### src/rtl/split_bus_arbiter.sv
`default_nettype none
// ============================================================================
// Module   : split_bus_arbiter
// Brief    : Two-initiator bus arbiter that parks one split transaction and
//            schedules its completion, with a bus-hold timeout.
// Revision : 1.0
// ============================================================================
module split_bus_arbiter #(
    parameter bit          ROUND_ROBIN    = 1'b0,
    parameter logic [15:0] TIMEOUT_CYCLES = 16'd1024
) (
    input  logic       clk,
    input  logic       rst,
    input  logic       req0,
    input  logic       req1,
    input  logic       ack,
    input  logic       split_ack,
    input  logic       split_req,
    output logic       gnt0,
    output logic       gnt1,
    output logic       split_grant,
    output logic [1:0] owner,
    output logic       split_pending,
    output logic       split_owner,
    output logic       timeout,
    output logic       split_err
);

    localparam logic [1:0]  c_owner_none = 2'd3;
    localparam logic [15:0] c_count_last = TIMEOUT_CYCLES - 16'd1;

    typedef enum logic [1:0] {
        S_IDLE  = 2'd0,
        S_GRANT = 2'd1,
        S_SPLIT = 2'd2
    } state_t;

    state_t      r_state;
    logic [15:0] r_count;
    logic        r_cur;
    logic        r_last_owner;
    logic        r_split_req_d;

    logic w_elig0;
    logic w_elig1;
    logic w_pick;
    logic w_owner_req;
    logic w_limit;
    logic w_sreq_rise;

    // An initiator whose transaction is parked as a split may not start another.
    assign w_elig0     = req0 && !(split_pending && (split_owner == 1'b0));
    assign w_elig1     = req1 && !(split_pending && (split_owner == 1'b1));
    assign w_pick      = (w_elig0 && w_elig1) ? (ROUND_ROBIN ? ~r_last_owner : 1'b0)
                                              : w_elig1;
    assign w_owner_req = r_cur ? req1 : req0;
    assign w_limit     = (TIMEOUT_CYCLES != 16'd0) && (r_count == c_count_last);
    assign w_sreq_rise = split_req && !r_split_req_d;

    always_ff @(posedge clk) begin
        if (rst) begin
            r_state       <= S_IDLE;
            r_count       <= 16'd0;
            r_cur         <= 1'b0;
            r_last_owner  <= 1'b1;
            r_split_req_d <= 1'b0;
            gnt0          <= 1'b0;
            gnt1          <= 1'b0;
            split_grant   <= 1'b0;
            owner         <= c_owner_none;
            split_pending <= 1'b0;
            split_owner   <= 1'b0;
            timeout       <= 1'b0;
            split_err     <= 1'b0;
        end else begin
            r_split_req_d <= split_req;
            timeout       <= 1'b0;
            split_err     <= w_sreq_rise && !split_pending;

            case (r_state)
                S_IDLE: begin
                    if (split_req && split_pending) begin
                        r_state     <= S_SPLIT;
                        r_count     <= 16'd0;
                        split_grant <= 1'b1;
                        gnt0        <= ~split_owner;
                        gnt1        <= split_owner;
                        owner       <= {1'b0, split_owner};
                    end else if (w_elig0 || w_elig1) begin
                        r_state      <= S_GRANT;
                        r_count      <= 16'd0;
                        r_cur        <= w_pick;
                        r_last_owner <= w_pick;
                        gnt0         <= ~w_pick;
                        gnt1         <= w_pick;
                        owner        <= {1'b0, w_pick};
                    end
                end

                S_GRANT: begin
                    if (ack || split_ack || !w_owner_req || w_limit) begin
                        r_state <= S_IDLE;
                        gnt0    <= 1'b0;
                        gnt1    <= 1'b0;
                        owner   <= c_owner_none;
                        // ack dominates split_ack; a second split cannot be parked.
                        if (!ack && split_ack) begin
                            if (split_pending) begin
                                split_err <= 1'b1;
                            end else begin
                                split_pending <= 1'b1;
                                split_owner   <= r_cur;
                            end
                        end
                        if (!ack && !split_ack && w_owner_req) begin
                            timeout <= 1'b1;
                        end
                    end else begin
                        r_count <= r_count + 16'd1;
                    end
                end

                S_SPLIT: begin
                    if (ack || w_limit) begin
                        r_state       <= S_IDLE;
                        gnt0          <= 1'b0;
                        gnt1          <= 1'b0;
                        split_grant   <= 1'b0;
                        owner         <= c_owner_none;
                        split_pending <= 1'b0;
                        timeout       <= !ack;
                    end else begin
                        r_count <= r_count + 16'd1;
                    end
                end

                default: begin
                    r_state     <= S_IDLE;
                    gnt0        <= 1'b0;
                    gnt1        <= 1'b0;
                    split_grant <= 1'b0;
                    owner       <= c_owner_none;
                end
            endcase
        end
    end

endmodule
`default_nettype wire

### config.mk
export PLATFORM = sky130hd
export DESIGN_NAME = split_bus_arbiter
export DESIGN_NICKNAME = d
export VERILOG_FILES = /design/src/rtl/split_bus_arbiter.sv
export SDC_FILE = /design/constraint.sdc
export NUM_CORES = 1
export LEC_CHECK = 0
export BUFFER_PORTS_ARGS = -buffer_cell sky130_fd_sc_hd__buf_2
export CAP_MARGIN = 20
export CORE_ASPECT_RATIO = 2
export CORE_UTILIZATION = 34
export DETAILED_ROUTE_END_ITERATION = 10
export PLACE_DENSITY_LB_ADDON = 0.25
export SYNTH_ARGS = -nofsm -noshare
export SYNTH_HDL_FRONTEND = slang
export SYNTH_SLANG_ARGS = --single-unit
### constraint.sdc
create_clock -name clk -period 4.2 [get_ports clk]
set_clock_uncertainty 0.2 [all_clocks]
set_input_delay 0.63 -clock clk [delete_from_list [all_inputs] [get_ports clk]]
set_output_delay 0.63 -clock clk [all_outputs]
set_load 0.05 [all_outputs]
==> flow_summary_export.csv, run 1 <==
group,metric,value,unit
drt,ant_nets,0,
pwr,intPower,0.000485,W
drt,wl_per_cell,16.1,um
drt,drt_iter0_drc,46,
clock_network,cts.path.max_buffers,2,
synth,ys_seq_elements,29,
pwr,powerDensity,384,nW/um2
pwr,fin_total_pwr,0.000706,W
clock_network,cts_hold_buf,0,
floorplan,ios,16,
floorplan,fp.coreArea,4640,um2
critical_path,rr_startpoint,"r_count[10]",
outcome,outcome,"complete, no violations",
sta,maxSlewHeadroom,54.5,%
global_routing,use_met1,17.5,%
synth,synth_area,1650,um2
pwr,p_leak,0.726,nW
clock_network,clk_latency,280,ps
sta,rsz0062_at_grt,"false",
pwr,peakVddDrop,0.000214,V
drt,drc,0,
pwr,netSwitchingFraction,31.3,%
global_routing,grt_use_total,18.2,%
synth,ys_top_cells_by_area,"dfxtp_1 35%, a32o_1 7.9%, nand3_1 5.8%, ha_1 3.8%, nor3_1 3.6%",
drt,vias,1582,
sta,timing.fmax,0.361,GHz
critical_path,r2r_setup_slack,1430,ps
synth,synth_edf_count,0,
layout,fin_cells,267,
critical_path,r2r-end,"r_count[2]",
global_routing,use_met3,2.73,%
clock_network,clock_sinks,29,
sta,period_needed,2770,ps
sta,worst_pin_slew,674,ps
sta,slew_violations,0,
clock_network,post-cts-setup-buffers,0,
sta,setup_viol,0,
pwr,p_seq_share,41.7,%
global_routing,grt_pass1_wl,7010,um
sta,final_hold_viol_count,0,
critical_path,cp.required,4170,ps
critical_path,cp.arrival,2750,ps
layout,nets,223,
synth,ys_warn_count,0,
synth,yosysUniqueCellTypes,42,
synth,synth_top_cell_by_area,"dfxtp_1",
floorplan,start_util,35.5,%
hold_path,min_to,"owner[1]",
global_routing,antenna_found_initial,0,
layout,final_area,1840,um2
synth,synth.net_count,212,
synth,yosysTopAreaCellShare,35.3,%
layout,num_antenna_cells,0,
critical_path,reg2regPathDepth,5,
global_routing,grtUsageMet2,35.5,%
pwr,p_sw,0.000221,W
drt,first_pass_iters,4,
synth,ys_seq_area_share,35.3,%
clock_network,htree_levels,2,
floorplan,rows,35,
drt,drt-total-wl,4300,um
global_routing,grt_max_degree,30,
synth,avgSynthCellArea,8.23,um2
hold_path,hp-start,"owner[1]",
clock_network,cts_buffers,5,
clock_network,clockRootBuffer,"clkbuf_8",
sta,post-route-period-util,66.0,%
layout,layout_commonest_cell,"dfxtp_1",
pwr,p_clk_share,36.5,%
pwr,combPwrFrac,21.8,%
critical_path,cp_max_fo,17,
floorplan,die-area,5140,um2
hold_path,min_path_cells,2,
sta,fin_setup_tns,0,ps
global_routing,grt_busiest_layer,"met2",
synth,syn-instance-count,200,
synth,ys.flop_type,"dfxtp_1",
layout,area_growth,11.6,%
placement,gp_congestion,0.813,
synth,async_flop_share,0,%
floorplan,die_w,51.2,um
placement,io_buffers,15,
drt,viasPerCell,5.93,
clock_network,cts_tree,"done",
layout,layout_common_cells,"29 x dfxtp_1, 19 x nand3_1, 15 x nand2_1, 15 x buf_2, 13 x a32o_1",
layout,drive_gt1_share,13.2,%
critical_path,start_kind,"flip-flop",
global_routing,grt_pass1_vias,1484,
global_routing,grt_remaining_overflow,0,
hold_path,hp-class,"flip-flop to flip-flop",
floorplan,die_h,100,um
placement,placed_cell_area,1740,um2
critical_path,worstSetupPathType,"flip-flop to flip-flop",
critical_path,end_kind,"flip-flop",
placement,place_hpwl,3040,um
clock_network,clk_pin_slew,70,ps
clock_network,cts_resized,0,
run,drv_cap,0,
placement,dp.cells,259,
-- worst max-delay path: stages, from the launching register on --
cell	delay [ps]
dfxtp_1	360
or4_1	550
or3_1	350
or3_1	590
and3_4	370
a41o_1	240
-- metrics by stage --
step / setup WS, ps / hold slack [ps] / utilization, %
2_1_floorplan: 1660 / 276 / -
5_1_grt: 1260 / 286 / 39.6
4_1_cts: 1440 / 272 / 39.6
3_5_place_dp: 1440 / 262 / 37.4
3_3_place_gp: 1450 / 263 / 37.4
6_report: 1430 / 267 / 39.6
-- worst max-delay path by stage --
stage | from | end | slack, ps
after floorplan | r_count[10] | r_count[12] | 1660
after global placement | r_count[10] | r_count[2] | 1450
after detailed placement | r_count[10] | r_count[2] | 1440
after CTS | r_count[10] | r_count[2] | 1440
after global routing | r_count[0] | r_count[2] | 1260
final | r_count[10] | r_count[2] | 1430
-- final cells by class --
type                       instances  area, um2
tap                               55       68.8
clock inverter                     1       5.00
multi-input combinational        149        967
clock buffer                       7       96.3
sequential                        29        581
inverter                          10       37.5
timing repair buffer              16       82.6
fill                             515       2800
-- cells in the mapped netlist, types with 2 or more instances --
cell,count
buf_1,2
or3_1,3
or4_1,2
mux2i_1,4
nand2_1,15
a221o_1,2
buf_6,2
and3_1,2
a21oi_1,8
nor4_1,5
dfxtp_1,29
and4_1,3
inv_1,10
a31oi_1,3
nand2b_1,5
o21ai_0,10
nor3_1,12
nand3_1,19
ha_1,5
a32o_1,13
nor2_1,12
nand4_1,8
clkbuf_1,7
-- cell families (layout without fill, tap and decap cells) --
kind of cell             after synthesis  in the layout  share of synthesized area (%)
AO/OA/AOI/OAI                         47             47                           22.0
adder cells (fa/ha/maj)                5              5                           3.80
buffers and inverters                 22             34                           6.00
flip-flops                            29             29                           35.3
multiplexers                           4              4                           2.43
AND/OR/NAND/NOR                       93             93                           30.5
-- layer usage --
layer / wire (um) / vias up
met5: 0 / -
met4: 105 / 0
met3: 139 / 11
met2: 2390 / 36
met1: 1660 / 749
li1: - / 786
-- sequential cells by signal, summed over array words and instances, names as in the netlist --
signal,flops
r_state,2
owner,2
split_pending,1
split_grant,1
r_count,16
r_cur,1
split_err,1
split_owner,1
timeout,1
r_split_req_d,1
gnt1,1
gnt0,1
-- power by group through the flow --
stage               Sequential [W]  Clock, W  Combinational [W]
floorplan                 0.000321         0           0.000102
global placement          0.000301         0           0.000155
detailed placement        0.000301         0           0.000155
CTS                       0.000295  0.000266           0.000155
global route              0.000297  0.000279           0.000172
finish                    0.000295  0.000257           0.000154
Power figures use the tool's default switching activity.
==> inputs of run 2 (changes only) <==
ABC_AREA = 1   (was unset)
clock period = 2.43 ns   (was 4.2 ns; I/O delays follow)
==> run 2 against run 1 <==
Compared with the run above: sequential power rose by 82%; critical path depth rose by 5; critical endpoint is now r_count[14]; register-to-register slack got worse by 1100 ps; non-clock buffer count rose by 1; setup slack got worse by 1100 ps; worst hold slack got worse by 140 ps.
==> flow_summary_export.csv, run 2 <==
group,metric,value,unit
synth,ys.flop_type,"dfxtp_1",
floorplan,start_util,35.2,%
drt,ant_nets,0,
critical_path,cp_cell_sequence,"inv_1 -> ha_1 -> inv_1 -> nor2_2 -> nand3_1 -> nand2_1 -> inv_2 -> nand3_4 -> nand2_1 -> a21oi_1",
synth,ys_seq_elements,29,
placement,gp_congestion,0.815,
pwr,p_clk_share,35.7,%
run,drv_cap,0,
drt,drc,0,
clock_network,post-cts-setup-buffers,0,
clock_network,clk_latency,290,ps
placement,placed_cell_area,1920,um2
outcome,outcome,"complete, no violations",
global_routing,grt_pass1_vias,1754,
hold_path,hp-class,"input pin to flip-flop",
sta,worst_pin_slew,431,ps
clock_network,clock_sinks,29,
pwr,p_seq_share,42.6,%
layout,layout_common_cells,"79 x nand2_1, 43 x inv_1, 30 x nor2_1",
drt,viasPerCell,4.97,
layout,regMostFlops,"r_count",
layout,largest_reg_flops,16,
clock_network,cts_resized,0,
critical_path,cp.arrival,2140,ps
synth,yosysMostFrequentCell,"nand2_1",
sta,final_hold_viol_count,0,
synth,synth.net_count,294,
clock_network,cts_hold_buf,0,
sta,timing.fmax,0.470,GHz
synth,avgSynthCellArea,6.35,um2
synth,synth_common_cells,"79 x nand2_1, 43 x inv_1, 30 x nor2_1, 29 x dfxtp_1",
pwr,powerDensity,625,nW/um2
sta,period_needed,2130,ps
floorplan,die_w,53.3,um
drt,first_pass_iters,4,
layout,area_growth,13.0,%
pwr,netSwitchingFraction,33.5,%
sta,slew_violations,0,
synth,ys_seq_area_share,32.4,%
critical_path,worstSetupPathType,"flip-flop to flip-flop",
critical_path,cp_max_fo,18,
clock_network,cts_buffers,5,
synth,ys_top_cells_by_area,"dfxtp_1 32%, nand2_1 17%, inv_1 9.0%, a21oi_1 6.4%, nand3_1 6.4%",
critical_path,end_kind,"flip-flop",
clock_network,clockRootBuffer,"clkbuf_8",
layout,num_antenna_cells,0,
sta,post-route-period-util,87.6,%
global_routing,grt_use_total,19.7,%
floorplan,die_h,105,um
synth,async_flop_share,0,%
synth,yosysUniqueCellTypes,28,
clock_network,cts_tree,"done",
global_routing,grt_pass1_wl,7910,um
synth,syn-instance-count,282,
global_routing,grt_remaining_overflow,0,
global_routing,grt_max_degree,19,
floorplan,ios,16,
placement,io_buffers,15,
pwr,intPower,0.000841,W
sta,rsz0062_at_grt,"false",
sta,fin_setup_tns,0,ps
synth,synth_area,1790,um2
drt,drt-total-wl,4950,um
clock_network,clk_pin_slew,70,ps
sta,maxSlewHeadroom,71.2,%
pwr,p_leak,0.922,nW
drt,vias,1790,
sta,setup_viol,0,
layout,reg_top3,"r_count x16, owner x2, r_state x2",
layout,layout_commonest_cell,"nand2_1",
synth,synth_edf_count,0,
floorplan,fp.coreArea,5090,um2
clock_network,htree_levels,2,
floorplan,rows,37,
layout,final_area,2020,um2
global_routing,antenna_found_initial,0,
critical_path,cp.required,2440,ps
critical_path,slowest_delay,340,ps
critical_path,start_kind,"flip-flop",
critical_path,cp_slowest_cell,"dfxtp_1",
synth,yosysTopAreaCellShare,32.4,%
floorplan,die-area,5580,um2
drt,wl_per_cell,13.7,um
layout,drive_gt1_share,13.2,%
pwr,p_sw,0.000424,W
pwr,combPwrFrac,21.8,%
pwr,peakVddDrop,0.000324,V
drt,drt_iter0_drc,52,
synth,synth_top_cell_by_area,"dfxtp_1",
synth,ys_warn_count,0,
layout,nets,313,
clock_network,cts.path.max_buffers,2,
placement,place_hpwl,3840,um
[run 2: worst paths after layout]
kind,start,end,slack (ps),cells past startpoint
setup / recovery,r_state[0],r_count[14],300,10
hold / removal,split_req,r_split_req_d,130,3
setup reg to reg,r_state[0],r_count[14],300,10
hold reg to reg,gnt1,gnt1,260,2
[run 2: layout make-up]
| class | instances | area, um2 |
|---|---|---|
| clock buffers | 7 | 96.3 |
| flip-flops and latches | 29 | 581 |
| clock inverters | 1 | 5.00 |
| inverters | 45 | 169 |
| multi-input cells | 203 | 1010 |
| repair buffers | 17 | 90.1 |
| fillers | 588 | 3070 |
| well taps | 58 | 72.6 |
[run 2: power groups by stage]
stage	clock (W)	sequential, W	combinational, W
after floorplan	0	0.000589	0.000171
after global placement	0	0.000549	0.000273
after detailed placement	0	0.000550	0.000274
after CTS	0.000455	0.000539	0.000276
after global routing	0.000478	0.000543	0.000308
final	0.000451	0.000538	0.000275
[run 2: cell families after synthesis]
kind of cell               share of synthesized area (%)
DFF                                                 32.4
adders and majority gates                           3.49
AOI/OAI and AO/OA                                   14.3
and+or+nand+nor                                     38.6
buffers and inverters                               11.2
[run 2: per-layer routing]
metal	part of all wire, %	wire (um)	track usage, %	up-vias
li1	-	-	-	935
met2	58	2880	38.1	23
met1	37	1830	17.8	825
met4	3.0	149	10.3	0
met3	1.8	88	2.62	7
met5	0	0	0	-
[run 2: critical path, delay by kind of cell (launching register included)]
family                   cells  cell delay, ps
AND/OR/NAND/NOR              5             870
buffers and inverters        3             270
flip-flops                   1             340
adder cells (fa/ha/maj)      1             240
AO/OA/AOI/OAI                1             160
[run 2: per-stage QoR]
stage | setup WS, ps | utilization (%) | hold WS (ps) | total power (W) | cells
floorplan | 412 | - | 252 | 0.000761 | 282
global placement | 395 | 37.7 | 250 | 0.000821 | 352
detailed placement | 328 | 37.7 | 252 | 0.000823 | 352
CTS | 308 | 39.7 | 126 | 0.00127 | 360
global route | 107 | 39.7 | 130 | 0.00133 | 360
finish | 302 | 39.7 | 125 | 0.00126 | 360
